### config.mk
export PLATFORM = sky130hd
export DESIGN_NAME = piso_shift_register
export DESIGN_NICKNAME = d
export VERILOG_FILES = /design/src/rtl/piso_shift_register.sv
export SDC_FILE = /design/constraint.sdc
export NUM_CORES = 1
export LEC_CHECK = 0
export CAP_MARGIN = 10
export CORE_AREA = 2 2 39 41
export DETAILED_ROUTE_END_ITERATION = 8
export DIE_AREA = 0 0 41 43
export DONT_BUFFER_PORTS = 1
export HOLD_SLACK_MARGIN = 0.1
export SYNTH_ARGS = -nofsm -noshare
export SYNTH_HDL_FRONTEND = slang
export SYNTH_SLANG_ARGS = --single-unit
### constraint.sdc
create_clock -name clk -period 0.9 [get_ports clk]
set_input_delay 0.18 -clock clk [delete_from_list [all_inputs] [get_ports clk]]
set_output_delay 0.18 -clock clk [all_outputs]
set_load 0.1 [all_outputs]
### src/rtl/piso_shift_register.sv
// ---------------------------------------------------------------------------
// piso_shift_register
//
// Parallel-in serial-out shift register. A WIDTH-bit word is captured on a
// load strobe and then shifted out one bit per clock. Shifting is
// free-running while load is low. Once the word has been fully shifted out,
// the register holds only FILL_BIT, and serial_out keeps showing FILL_BIT
// until the next load.
//
// Configuration macro:
//   PISO_LSB_FIRST_EN  undefined (default): MSB first, serial_out = shreg[WIDTH-1]
//                      defined            : LSB first, serial_out = shreg[0]
//
// Parameters:
//   WIDTH     word width in bits (must be >= 2)
//   FILL_BIT  value shifted into the vacated end on each shift
//
// Ports:
//   clk         in   1      clock, all state updates on rising edge
//   rst         in   1      asynchronous active-high reset, clears the register
//   load        in   1      parallel load strobe, has priority over shifting
//   p           in   WIDTH  parallel data word, sampled when load = 1
//   serial_out  out  1      output-end bit of the shift register
// ---------------------------------------------------------------------------
module piso_shift_register #(
    parameter int   WIDTH    = 4,
    parameter logic FILL_BIT = 1'b0
) (
    input  logic             clk,
    input  logic             rst,
    input  logic             load,
    input  logic [WIDTH-1:0] p,
    output logic             serial_out
);

    logic [WIDTH-1:0] shreg_q;
    logic [WIDTH-1:0] shreg_d;

    // Next-state selection: load wins, otherwise shift toward the output end
    always_comb begin
        shreg_d = shreg_q;
        if (load) begin
            shreg_d = p;
        end else begin
`ifdef PISO_LSB_FIRST_EN
            shreg_d = {FILL_BIT, shreg_q[WIDTH-1:1]};
`else
            shreg_d = {shreg_q[WIDTH-2:0], FILL_BIT};
`endif
        end
    end

    // Shift register state, cleared asynchronously by rst
    always_ff @(posedge clk or posedge rst) begin
        if (rst) begin
            shreg_q <= '0;
        end else begin
            shreg_q <= shreg_d;
        end
    end

    // serial_out is taken straight from a flop. There is no path from p or load.
`ifdef PISO_LSB_FIRST_EN
    assign serial_out = shreg_q[0];
`else
    assign serial_out = shreg_q[WIDTH-1];
`endif

endmodule

* Yosys cells after proc, flatten, opt, wreduce, memory -nomap -nowiden *
Index checks and enable logic that the tools add are counted.

word-level totals
  register bits after elaboration = 4
  input bits = 7

cells by class
  muxes and demuxes = 1

operators with widths
  operator  number
  $mux 4    1

* Longest topological paths before layout *
Gate-level depths: netlist of run 1.

  word-level depth = 1
  gate-level depth with buffers = 1
  mapped depth without buffers = 1

* Worst setup path after synthesis of run 1 *
Ideal clock, no wire load.

  kind = register to output
  from = reg shreg_q[3]
  to = out serial_out
  data arrival time = 0.883 ns
  required time = 0.720 ns
  setup slack = -0.163 ns
  cell stages (with the launch flop) = 1
  cell sequence = dfrtp_1

RTL lines
  item                    RTL line  text
  start, declared         36        logic [WIDTH-1:0] shreg_q;
  start signal, assigned  58        shreg_q <= shreg_d;
  end, declared           33        output logic serial_out

No word-level cell between the ends.

* Final worst setup path of run 1 *
  from = reg shreg_q[3]
  to = out serial_out

No word-level cell between the ends.

==> flow_summary_export.csv, run 1 <==
group,metric,value,unit
synthesis,yosys_register_bits,4,
floorplan,io_pins,8,
worst_setup_path,path_depth,1,
run_status,violations,"setup timing",
timing,finalWorstSetupSlack,-0.0886,ns
worst_setup_path,regToRegSetupSlack,0.17,ns
cts,htree_levels,1,
min_path,min_from,"load",
detailed_routing,drc,0,
min_path,hold_class,"in2reg",
finish,top_register,"shreg_q",
worst_setup_path,critPathBufInv,1,
worst_setup_path,cp_slowest_cell,"dfrtp_2",
synthesis,yosysSeqAreaShare,69.0,%
detailed_routing,postRouteAntennaNets,0,
timing,rsz0062_at_grt,"true",
detailed_routing,avgViaCountPerCell,2.92,
detailed_routing,vias,105,
power,power_density,1950,nW/um2
floorplan,start_util,10.5,%
worst_setup_path,rr_worst_depth,1,
worst_setup_path,crit_required,0.72,ns
worst_setup_path,critPathMaxStageDelay,0.40,ns
cts,cts_buffer_depth,2,
worst_setup_path,worstPathArrival,0.81,ns
run_status,status,"finished with violations",
synthesis,syn-cell-area,145,um2
finish,nFillCells,160,
cts,cts_root_buf,"clkbuf_4",
worst_setup_path,crit_chain,"buf_12",
min_path,whs_endpoint,"shreg_q[2]$_DFF_PP0_",
place,post-place-ws,0.161,ns
finish,seqCellArea,101,um2
synthesis,post_synth_num_cell_types,4,
timing,period_share,110,%
cts,clk_pin_slew_worst_paths,0.04,ns
timing,fin_tns_setup,-0.0886,ns
place,routabilityCongestion,0.434,
flow_run,max_cap_viol_count,0,
detailed_routing,routedWlPerCell,9.22,um
timing,finalSetupViolations,1,
synthesis,syn_inst,9,
floorplan,fp.dieH,43,um
finish,top_regs,"shreg_q x4",
global_routing,grt_pass1_wl,462,um
finish,nNetsFinal,28,
place,portBuffers,0,
worst_setup_path,cp-start-kind,"register",
synthesis,syn_nets,16,
detailed_routing,firstDrtPassIters,1,
timing,final-max-slew-violation-count,0,
synthesis,synth_area_per_cell,16.1,um2
cts,cts.sinks,4,
timing,min_period,0.989,ns
floorplan,rows,14,
timing,relSlewSlack,89.9,%
floorplan,die_w,41,um
cts,clk-insertion-delay-late,0.24,ns
cts,cts_tree,"yes",
global_routing,grt_overflow_total,0,
worst_setup_path,critPathMaxFanout,1,
global_routing,first_global_vias,140,
worst_setup_path,cp_top_family,"flip-flops",
finish,multi_input_area,41.3,um2
worst_setup_path,r2r_start,"shreg_q[1]$_DFF_PP0_",
global_routing,grt_usage,5.12,%
floorplan,dieArea,1760,um2
global_routing,grt_max_degree,5,
power,p_leak,0.127,nW
timing,max_freq,1010,MHz
cts,cts_made_buffers,3,
timing,hold_viol,0,
min_path,holdPathStages,1,
worst_setup_path,r2r_end,"shreg_q[2]$_DFF_PP0_",
global_routing,antenna_found_initial,0,
floorplan,core,1380,um2
finish,largest_register_ffs,4,
worst_setup_path,path_class,"reg2out",
finish,drive_above_1_share,45.0,%
timing,finClkSkew,0.00737,ns
power,max-vdd-ir-drop,0.000222,V
worst_setup_path,crit_path_end_kind,"output port",
finish,fin_util,19.9,%
timing,worst_pin_slew,0.152,ns
detailed_routing,drt_iter0_markers,0,
synthesis,ys_warn_count,0,
finish,area_growth,89.7,%
detailed_routing,totalWireLength,332,um
finish,num_antenna_cells,0,
metrics by stage:
step                hold slack [ns]  std cells  instance area [um2]  power (W)
floorplan                   -0.0540          9                  146   0.000250
global placement            -0.0500         26                  186   0.000273
detailed placement          -0.0346         26                  186   0.000276
CTS                           0.102         36                  273   0.000557
global route                  0.111         36                  275   0.000563
finish                        0.112         36                  275   0.000537
cell usage in the layout, fill, tap and decap left out, drive strengths merged:
cell type     instances
and2                  1
buf                   1
clkbuf                4
dfrtp                 4
dlygate4sd3           5
dlymetal6s4s          1
inv                   1
mux2                  3
area by class of cell:
cell class / instances / area share (%)
well taps: 16 / 7.27
clock buffers: 4 / 9.55
inverters: 1 / 1.36
flip-flops and latches: 4 / 36.8
repair buffers: 7 / 30.0
multi-input cells: 4 / 15.0
Yosys cell counts:
cell type / instances / area share (%)
and2_2: 1 / 5.2
dfrtp_1: 4 / 69
inv_1: 1 / 2.6
mux2_2: 3 / 23
cells by family (layout without fill, tap and decap cells):
| kind of cell | after synthesis | count (layout) | share of synthesized area, % |
|---|---|---|---|
| flip-flops | 4 | 4 | 69.0 |
| multiplexers | 3 | 3 | 23.3 |
| AND/OR/NAND/NOR | 1 | 1 | 5.17 |
| buffers and inverters | 1 | 12 | 2.58 |
layer usage:
| layer | share of wire [%] | track usage (%) | vias to the layer above |
|---|---|---|---|
| li1 | - | - | 50 |
| met4 | 0 | 8.00 | 0 |
| met5 | 0 | 0 | - |
| met3 | 16 | 5.24 | 0 |
| met1 | 40 | 3.54 | 47 |
| met2 | 43 | 5.63 | 8 |
what timing repair did:
action / in CTS / in global routing
endpoints found under the hold margin: 8 / 0
setup endpoints to repair: 1 / 3
setup buffers: 0 / 0
gates resized for setup: 0 / 1
hold buffers: 6 / 0
worst max path at each step:
stage	start	endpoint
floorplan	shreg_q[3]$_DFF_PP0_	serial_out
global placement	shreg_q[3]$_DFF_PP0_	serial_out
detailed placement	shreg_q[3]$_DFF_PP0_	serial_out
CTS	shreg_q[3]$_DFF_PP0_	serial_out
global route	shreg_q[3]$_DFF_PP0_	serial_out
finish	shreg_q[3]$_DFF_PP0_	serial_out
report_power, final:
group | internal (W) | switching, W
Sequential | 0.000195 | 0.00000570
Combinational | 0.0000471 | 0.0000459
Clock | 0.000167 | 0.0000767
(Power assumes the default switching activity.)
==> inputs of run 2 (changes only) <==
--- a/config.mk
+++ b/config.mk
@@ -5,6 +5,7 @@
 export SDC_FILE = /design/constraint.sdc
 export NUM_CORES = 1
 export LEC_CHECK = 0
+export ABC_CLOCK_PERIOD_IN_PS = 900
 export CAP_MARGIN = 10
 export CORE_AREA = 2 2 39 41
 export DETAILED_ROUTE_END_ITERATION = 8
==> results of run 2 <==
No change in the layout: final DEF, timing and power equal those of run 1.
==> inputs of run 3 (changes only) <==
--- a/config.mk
+++ b/config.mk
@@ -7,11 +7,14 @@
 export LEC_CHECK = 0
 export ABC_CLOCK_PERIOD_IN_PS = 900
 export CAP_MARGIN = 10
+export CELL_PAD_IN_SITES_DETAIL_PLACEMENT = 0
+export CELL_PAD_IN_SITES_GLOBAL_PLACEMENT = 1
 export CORE_AREA = 2 2 39 41
 export DETAILED_ROUTE_END_ITERATION = 8
 export DIE_AREA = 0 0 41 43
 export DONT_BUFFER_PORTS = 1
 export HOLD_SLACK_MARGIN = 0.1
+export PLACE_DENSITY_LB_ADDON = 0.1
 export SYNTH_ARGS = -nofsm -noshare
 export SYNTH_HDL_FRONTEND = slang
 export SYNTH_SLANG_ARGS = --single-unit
==> constraint.sdc (replaced) <==
create_clock -name clk -period 0.9 [get_ports clk]
set_input_delay 0.225 -clock clk [delete_from_list [all_inputs] [get_ports clk]]
set_output_delay 0.225 -clock clk [all_outputs]
set_load 0.1 [all_outputs]
==> flow_summary_export.csv, run 3 (synthesis gave the netlist of run 1 again) <==
group,metric,value,unit
place,routabilityCongestion,0.543,
global_routing,gr-max-usage-layer,"met3",
timing,finClkSkew,0.00676,ns
global_routing,first_global_vias,108,
finish,top_regs,"shreg_q x4",
power,max-vdd-ir-drop,0.000744,V
worst_setup_path,crit_required,0.67,ns
global_routing,grt_pass1_wl,365,um
power,power_density,2310,nW/um2
timing,min_period,1.03,ns
timing,worst_pin_slew,0.157,ns
floorplan,fp.dieH,43,um
worst_setup_path,critPathMaxStageDelay,0.40,ns
worst_setup_path,cp_slowest_cell,"dfrtp_2",
detailed_routing,drc,0,
cts,cts_root_buf,"clkbuf_4",
timing,rsz0062_at_grt,"true",
timing,hold_viol,0,
floorplan,dieArea,1760,um2
finish,area_growth,53.4,%
timing,hold_slack,0.136,ns
place,post-place-ws,0.118,ns
timing,final-max-slew-violation-count,0,
finish,stdcell_count,31,
cts,cts.repair.resized,0,
cts,cts.sinks,4,
global_routing,grt_overflow_total,0,
finish,top_register,"shreg_q",
detailed_routing,totalWireLength,258,um
min_path,hold_class,"in2reg",
flow_run,max_cap_viol_count,0,
run_status,violations,"setup timing",
detailed_routing,routedWlPerCell,8.32,um
timing,relSlewSlack,89.5,%
detailed_routing,firstDrtPassIters,4,
worst_setup_path,crit_path_end_kind,"output port",
global_routing,grt_usage,4.03,%
timing,period_share,114,%
detailed_routing,vias,97,
timing,fin_tns_setup,-0.130,ns
detailed_routing,avgViaCountPerCell,3.13,
timing,finalWorstSetupSlack,-0.130,ns
worst_setup_path,cp-start-kind,"register",
cts,cts_buffer_depth,2,
cts,cts_made_buffers,3,
floorplan,io_pins,8,
floorplan,core,1380,um2
finish,final_cell_mix,"3 x mux2_2, 3 x clkbuf_4, 3 x dfrtp_1",
cts,clk-insertion-delay-late,0.24,ns
power,p_total,0.000514,W
global_routing,grt_use_met3,7.33,%
finish,num_antenna_cells,0,
global_routing,grt_max_degree,5,
global_routing,grt_use_met2,3.13,%
cts,post-cts-setup-buffers,0,
cts,htree_levels,1,
place,portBuffers,0,
place,placed_cells,26,
floorplan,die_w,41,um
timing,finalSetupViolations,1,
cts,cts_tree,"yes",
worst_setup_path,worstPathArrival,0.81,ns
worst_setup_path,cp_top_family,"flip-flops",
run_status,status,"finished with violations",
worst_setup_path,critPathBufInv,1,
detailed_routing,drt_iter0_markers,2,
global_routing,antenna_found_initial,0,
finish,largest_register_ffs,4,
worst_setup_path,path_class,"reg2out",
floorplan,start_util,10.5,%
detailed_routing,postRouteAntennaNets,0,
finish,drive_above_1_share,60.0,%
worst_setup_path,crit_chain,"buf_12",
global_routing,grt_use_met1,3.26,%
timing,max_freq,971,MHz
worst_setup_path,critPathMaxFanout,1,
cts,clk_pin_slew_worst_paths,0.04,ns
floorplan,rows,14,
finish,nNetsFinal,23,
power,p_leak,0.0977,nW
[run 3: changes by cell type in the layout (fill, tap and decap cells not counted), sizes merged]
| cell | before | now |
|---|---|---|
| dlygate4sd3 | 5 | 1 |
| dlymetal6s4s | 1 | 0 |
[run 3: final cells by class]
| type | instances | area, um2 |
|---|---|---|
| timing repair buffer | 2 | 30.0 |
| clock buffer | 4 | 26.3 |
| inverter | 1 | 3.75 |
| fill | 155 | 1160 |
| multi-input combinational | 4 | 41.3 |
| sequential | 4 | 101 |
| tap | 16 | 20.0 |
[run 3: where the power goes]
part / switching, W / internal [W] / leakage, nW
Clock: 0.0000741 / 0.000166 / 0.0150
Combinational: 0.0000406 / 0.0000321 / 0.0347
Sequential: 0.00000557 / 0.000196 / 0.0479
Total: 0.000120 / 0.000394 / 0.0977
[run 3: timing repair]
action / CTS / global route
pin swaps: 0 / 0
hold buffers: 1 / 0
endpoints found under the setup margin: 1 / 1
hold endpoints to repair: 4 / 0
[run 3: worst paths after layout]
kind,from,slack [ns],cells past startpoint,to
max,shreg_q[3]$_DFF_PP0_,-0.13,1,serial_out
min reg2reg,shreg_q[1]$_DFF_PP0_,0.47,1,shreg_q[2]$_DFF_PP0_
max in group asynchronous,rst,0.42,2,shreg_q[3]$_DFF_PP0_
min,load,0.14,1,shreg_q[0]$_DFF_PP0_
max reg2reg,shreg_q[2]$_DFF_PP0_,0.18,1,shreg_q[3]$_DFF_PP0_
min in group asynchronous,rst,0.31,2,shreg_q[2]$_DFF_PP0_
[run 3: routing by layer]
metal | share of wire (%) | routed length (um)
met2 | 40 | 103
met3 | 28 | 71
met4 | 0 | 0
met1 | 32 | 83
met5 | 0 | 0
[run 3: per-stage QoR]
| step | util [%] | cell area [um2] |
|---|---|---|
| after floorplan | - | 146 |
| final | 16.1 | 223 |
| after CTS | 16.1 | 223 |
| after global routing | 16.1 | 223 |
| after global placement | 13.5 | 186 |
| after detailed placement | 13.5 | 186 |
